$ cat src/rtl/pipelined_addsub.sv
// Pipelined WIDTH-bit adder/subtractor: each of STAGES stages ripples one SLICE-bit
// slice and registers its carry into the next stage, with a valid/ready handshake.
module pipelined_addsub #(
    parameter int WIDTH  = 32,
    parameter int STAGES = 4
) (
    input  logic             clk,
    input  logic             rst,
    input  logic             flush,
    input  logic             in_valid,
    output logic             in_ready,
    input  logic [WIDTH-1:0] a,
    input  logic [WIDTH-1:0] b,
    input  logic             cin,
    input  logic             sub,
    output logic             out_valid,
    input  logic             out_ready,
    output logic [WIDTH-1:0] sum,
    output logic             cout,
    output logic             ovf,
    output logic             zero
);
    localparam int SLICE = WIDTH / STAGES;
    localparam int LAST  = STAGES - 1;

    logic [STAGES-1:0]            vld_p;
    logic [STAGES-1:0][WIDTH-1:0] a_p;
    logic [STAGES-1:0][WIDTH-1:0] b_p;
    logic [STAGES-1:0][WIDTH-1:0] sum_p;
    logic [STAGES-1:0]            c_p;
    logic                         ovf_p;
    logic                         zero_p;

    logic [STAGES-1:0]            vld_nxt;
    logic [STAGES-1:0][WIDTH-1:0] a_nxt;
    logic [STAGES-1:0][WIDTH-1:0] b_nxt;
    logic [STAGES-1:0][WIDTH-1:0] sum_nxt;
    logic [STAGES-1:0]            c_nxt;
    logic                         ovf_nxt;
    logic                         zero_nxt;
    logic [WIDTH-1:0]             b_eff;
    logic                         adv;
    logic                         unused_ops;

    function automatic logic [SLICE:0] add_slice(input logic [SLICE-1:0] x,
                                                 input logic [SLICE-1:0] y,
                                                 input logic             c);
        return {1'b0, x} + {1'b0, y} + {{SLICE{1'b0}}, c};
    endfunction

    // Carry into the MSB is recovered as a ^ b ^ s at that bit.
    function automatic logic ovf_flag(input logic a_msb, input logic b_msb,
                                      input logic s_msb, input logic c_out);
        return a_msb ^ b_msb ^ s_msb ^ c_out;
    endfunction

    assign adv      = !out_valid || out_ready;
    assign in_ready = adv;
    assign b_eff    = sub ? ~b : b;

    always_comb begin
        logic [SLICE:0] r;
        r            = add_slice(a[SLICE-1:0], b_eff[SLICE-1:0], cin ^ sub);
        a_nxt[0]     = a;
        b_nxt[0]     = b_eff;
        sum_nxt[0]   = '0;
        sum_nxt[0][SLICE-1:0] = r[SLICE-1:0];
        c_nxt[0]     = r[SLICE];
        vld_nxt[0]   = in_valid;
        // Later stages add their own slice of the skewed operands onto the carried sum.
        for (int k = 1; k < STAGES; k++) begin
            r          = add_slice(a_p[k-1][k*SLICE +: SLICE], b_p[k-1][k*SLICE +: SLICE],
                                   c_p[k-1]);
            a_nxt[k]   = a_p[k-1];
            b_nxt[k]   = b_p[k-1];
            sum_nxt[k] = sum_p[k-1];
            sum_nxt[k][k*SLICE +: SLICE] = r[SLICE-1:0];
            c_nxt[k]   = r[SLICE];
            vld_nxt[k] = vld_p[k-1];
        end
        ovf_nxt  = ovf_flag(a_nxt[LAST][WIDTH-1], b_nxt[LAST][WIDTH-1],
                            sum_nxt[LAST][WIDTH-1], c_nxt[LAST]);
        zero_nxt = (sum_nxt[LAST] == '0);
    end

    always_ff @(posedge clk) begin
        if (rst || flush)
            vld_p <= '0;
        else if (adv)
            vld_p <= vld_nxt;

        if (rst) begin
            sum_p[LAST] <= '0;
            c_p[LAST]   <= 1'b0;
            ovf_p       <= 1'b0;
            zero_p      <= 1'b0;
        end else if (adv) begin
            a_p    <= a_nxt;
            b_p    <= b_nxt;
            sum_p  <= sum_nxt;
            c_p    <= c_nxt;
            ovf_p  <= ovf_nxt;
            zero_p <= zero_nxt;
        end
    end

    assign out_valid  = vld_p[LAST];
    assign sum        = sum_p[LAST];
    assign cout       = c_p[LAST];
    assign ovf        = ovf_p;
    assign zero       = zero_p;
    assign unused_ops = ^{a_p[LAST], b_p[LAST]};
endmodule

$ cat config.mk
export PLATFORM = sky130hd
export DESIGN_NAME = pipelined_addsub
export DESIGN_NICKNAME = d
export VERILOG_FILES = /design/src/rtl/pipelined_addsub.sv
export SDC_FILE = /design/constraint.sdc
export NUM_CORES = 1
export LEC_CHECK = 0
export ABC_CLOCK_PERIOD_IN_PS = 11100
export BUFFER_PORTS_ARGS = -buffer_cell sky130_fd_sc_hd__buf_2
export CORE_MARGIN = 2
export CORE_UTILIZATION = 30
export CTS_BUF_LIST = sky130_fd_sc_hd__clkbuf_4
export DETAILED_ROUTE_END_ITERATION = 8
export MAX_ROUTING_LAYER = met4
export PLACE_DENSITY = 0.45
export RECOVER_POWER = 50
export REMOVE_ABC_BUFFERS = 1
export SLEW_MARGIN = 10
export SYNTH_ARGS = -nofsm -noshare
export SYNTH_HDL_FRONTEND = slang
export SYNTH_SLANG_ARGS = --single-unit
$ cat constraint.sdc
create_clock -name clk -period 11.1 [get_ports clk]
set_input_delay 2.775 -clock clk [delete_from_list [all_inputs] [get_ports clk]]
set_output_delay 2.775 -clock clk [all_outputs]
set_load 0.01 [all_outputs]
==> results by group <==
Worst setup path
  • Worst R2R Path Depth: 8
  • CP arrival: approximately 5.5 ns
  • CP max FO: 42
  • Slowest cell on crit path: clkbuf_1
  • Largest stage delay, worst path: roughly 1.4 ns
  • Crit path capture: in_ready
  • Levels on crit path: 5
  • R2R Path End: zero
  • Critical path endpoint category: output port
  • CP top delay family: buffers and inverters
  • Crit path kind: input port to output port
  • Critical-path cell list: clkbuf_1, nor2b_4, clkbuf_1, inv_2, buf_2
  • Top cell by count, worst path: clkbuf_1
  • Worst endpoint required time: about 8.3 ns
  • R2R setup slack: between 6 and 7 ns
  • Reg2Reg Launch Point: vld_p[3]
  • WP buf/inv: 4
  • Crit path launch: out_ready
  • Worst setup SP type: input port

Detailed routing
  • Routed vias: slightly above 4000
  • DRC Markers: 0
  • Antenna viol nets, final: 0
  • Pre-Repair DR Iteration Count: 6
  • Starting DRC count in detailed routing: around 240
  • Wirelength per Cell: between 10 and 15 um
  • Avg Vias per Cell: 4.21
  • WL final: around 13 mm

Finish
  • Area Growth Syn to Fin: 16.0%
  • Nets: between 700 and 800
  • Utilization after layout: a little over a third
  • Share of cells above drive strength 1: between 20% and 30%

CTS
  • Clk_lat worst skew: between 0.5 and 0.6 ns
  • H-tree depth: 4
  • TritonCTS clock tree: built
  • Clock-pin slew on the worst setup and hold paths: about 0.14 ns
  • Root buf cell: clkbuf_4
  • Num CTS Buffers: 17
  • Setup bufs post-CTS: 0
  • # hold bufs at CTS: 0
  • Post-CTS sizing: 0
  • TritonCTS Sinks: 186
  • CTS Buffer Depth: 2

GRT
  • Largest net degree at the start of global routing: 79
  • First-pass GRT wire length: between 20 and 25 mm
  • Vias in the first global route: a little over 4000
  • Tot GR Track Use: between 10% and 20%
  • Initial antenna violation count: 1
  • Global route overflow: 0

STA
  • Crit path time final: a little over 8 ns
  • Final hold violation count: 0
  • Period utilization: 74.9%
  • Total Neg Setup Slack: 0 ns
  • Worst rel slew slack: -143%
  • Max Slew Vio Count: 148
  • FMAX: between 100 and 150 MHz
  • Worst slew pin tran: 3.65 ns
  • Final setup violation count: 0
  • Clk_skew: 0.0260 ns
  • Unrepaired setup endpoints after global routing: no

Logic synthesis
  • Sequential element share of the synthesized area: 70.8%
  • Syn_area_per_cell: about 14 sq um
  • Post-Syn Instances: approximately 510
  • Post-synth ARST share: 0%
  • Seq cells post-synth: around 190
  • Post-Synthesis Cell Area: roughly 7300 sq um
  • Distinct cells, synth: 40
  • EDFF count, synth: ~150
  • Main synth FF type: edfxtp_1
  • Synth warnings: 0

Worst hold path
  • Hold Crit Class: register to register
  • Hold depth: 0

Pwr
  • Worst IR Drop VDD: slightly below 0.06 mV
  • LEAKAGE: between 0.003 and 0.004 uW
  • Pwr Density: approximately 170 nW/um^2

Place
  • Detailed Place HPWL: 8.85 mm
  • PortBufs: roughly 110
  • RePlAce Congestion: ~0.74

Floorplan
  • Die width: 160 um
  • Num rows: 57
  • Die Area: about 26000 sq um
  • Starting density of the core: between 30% and 40%
  • Die Ht: approximately 160 um
  • Top-level I/O count: ~110
  • Core Area: approximately 24000 sq um

Run
  • MaxCap Viol Count: 3

Outcome
  • Run status: complete, but fails checks
  • Failing checks: capacitance limit, slew limit
-- synthesized netlist by cell type, types with 3 or more instances --
master / count / share of area [%]
a211oi_1: 3 / 0.31
o21bai_1: 4 / 0.41
a21oi_1: 48 / 3.3
or3_1: 3 / 0.26
xnor2_1: 15 / 1.8
nand2_1: 64 / 3.3
xor2_1: 41 / 4.9
clkbuf_1: 10 / 0.51
inv_1: 17 / 0.87
edfxtp_1: 147 / 60
fa_1: 8 / 2.2
nor3_1: 9 / 0.61
nand3_1: 3 / 0.20
o21ai_1: 8 / 0.55
mux2i_1: 3 / 0.41
ha_1: 28 / 4.8
buf_2: 5 / 0.34
dfxtp_1: 39 / 11
nor2_1: 21 / 1.1
nor2b_1: 4 / 0.34
a21o_1: 4 / 0.41
o21ai_0: 4 / 0.27
nor4_1: 7 / 0.60
-- how the worst min path moves through the flow --
| stage | from | end | slack, ns |
|---|---|---|---|
| after floorplan | a_nxt[88] | a_nxt[120] | 0.40 |
| after global placement | a_nxt[91] | a_nxt[123] | 0.40 |
| after detailed placement | b_nxt[93] | b_nxt[125] | 0.40 |
| after CTS | b_nxt[57] | b_nxt[89] | 0.42 |
| after global routing | a_nxt[93] | a_nxt[125] | 0.43 |
| final | a_nxt[91] | a_nxt[123] | 0.42 |
-- power by group --
part / internal, uW / switching [uW]
combinational: 79.3 / 98.9
sequential: 845 / 26.8
clock: 140 / 223
total: 1060 / 349
-- state kept, by name, summed over array words and instances, names as in the netlist --
name / count
a_nxt: 48
b_nxt: 48
sum_nxt: 48
sum: 32
c_p: 4
vld_p: 4
ovf: 1
zero: 1
-- cell type report --
cell class,instances,area [sq um]
antenna,1,2.50
clock buffer,20,150
clock inverter,12,124
fill,2383,15700
inverter,18,67.6
multi-input combinational,292,2020
sequential,186,5190
tap,324,405
timing repair buffer,111,547
-- stage by stage --
step | std cells | hold WS [ns] | worst slack, ns | instance area [sq um] | total power [uW]
3_5_place_dp | 931 | 0.405 | 4.26 | 8260 | 1070
2_1_floorplan | 496 | 0.400 | 0.757 | 7270 | 1000
5_1_grt | 964 | 0.433 | 2.53 | 8510 | 1490
3_3_place_gp | 931 | 0.401 | 4.30 | 8260 | 1070
6_report | 964 | 0.425 | 2.79 | 8510 | 1410
4_1_cts | 963 | 0.424 | 4.26 | 8530 | 1440
-- per-layer routing --
| layer | global-route usage, % | vias to the layer above | wire [um] |
|---|---|---|---|
| met5 | - | - | 0 |
| met4 | 2.83 | 0 | 106 |
| met3 | 4.57 | 7 | 972 |
| met2 | 17.1 | 101 | 6080 |
| met1 | 12.6 | 1894 | 5720 |
| li1 | - | 2054 | - |
-- cell usage in the layout (no fill, tap or decap), types with 3 or more instances in the layout --
master,synthesis,layout
edfxtp_1,147,147
buf_2,5,101
nand2_1,64,64
a21oi_1,48,48
xor2_1,41,41
dfxtp_1,39,39
ha_1,28,28
nor2_1,21,20
clkbuf_4,0,20
inv_1,17,17
xnor2_1,15,15
nor3_1,9,9
clkbuf_1,10,9
fa_1,8,8
o21ai_0,4,7
nor4_1,7,7
o21ai_1,8,5
o21bai_1,4,4
a21o_1,4,4
clkinvlp_4,0,4
nor2b_1,4,3
or3_1,3,3
mux2i_1,3,3
a211oi_1,3,3
nand3_1,3,3
clkinv_2,0,3
-- cells by family (layout without fill, tap and decap cells) --
logic type	count (synthesis)	after routing	synth area share, %
flip-flops	186	186	70.8
AND/OR/NAND/NOR	118	118	7.08
AO/OA/AOI/OAI	79	79	6.23
XOR/XNOR	56	56	6.69
adder cells (fa/ha/maj)	36	36	6.96
buffers and inverters	34	161	1.82
multiplexers	3	3	0.409
other	0	1	0
Note: power is estimated with default switching activity, not from simulation.
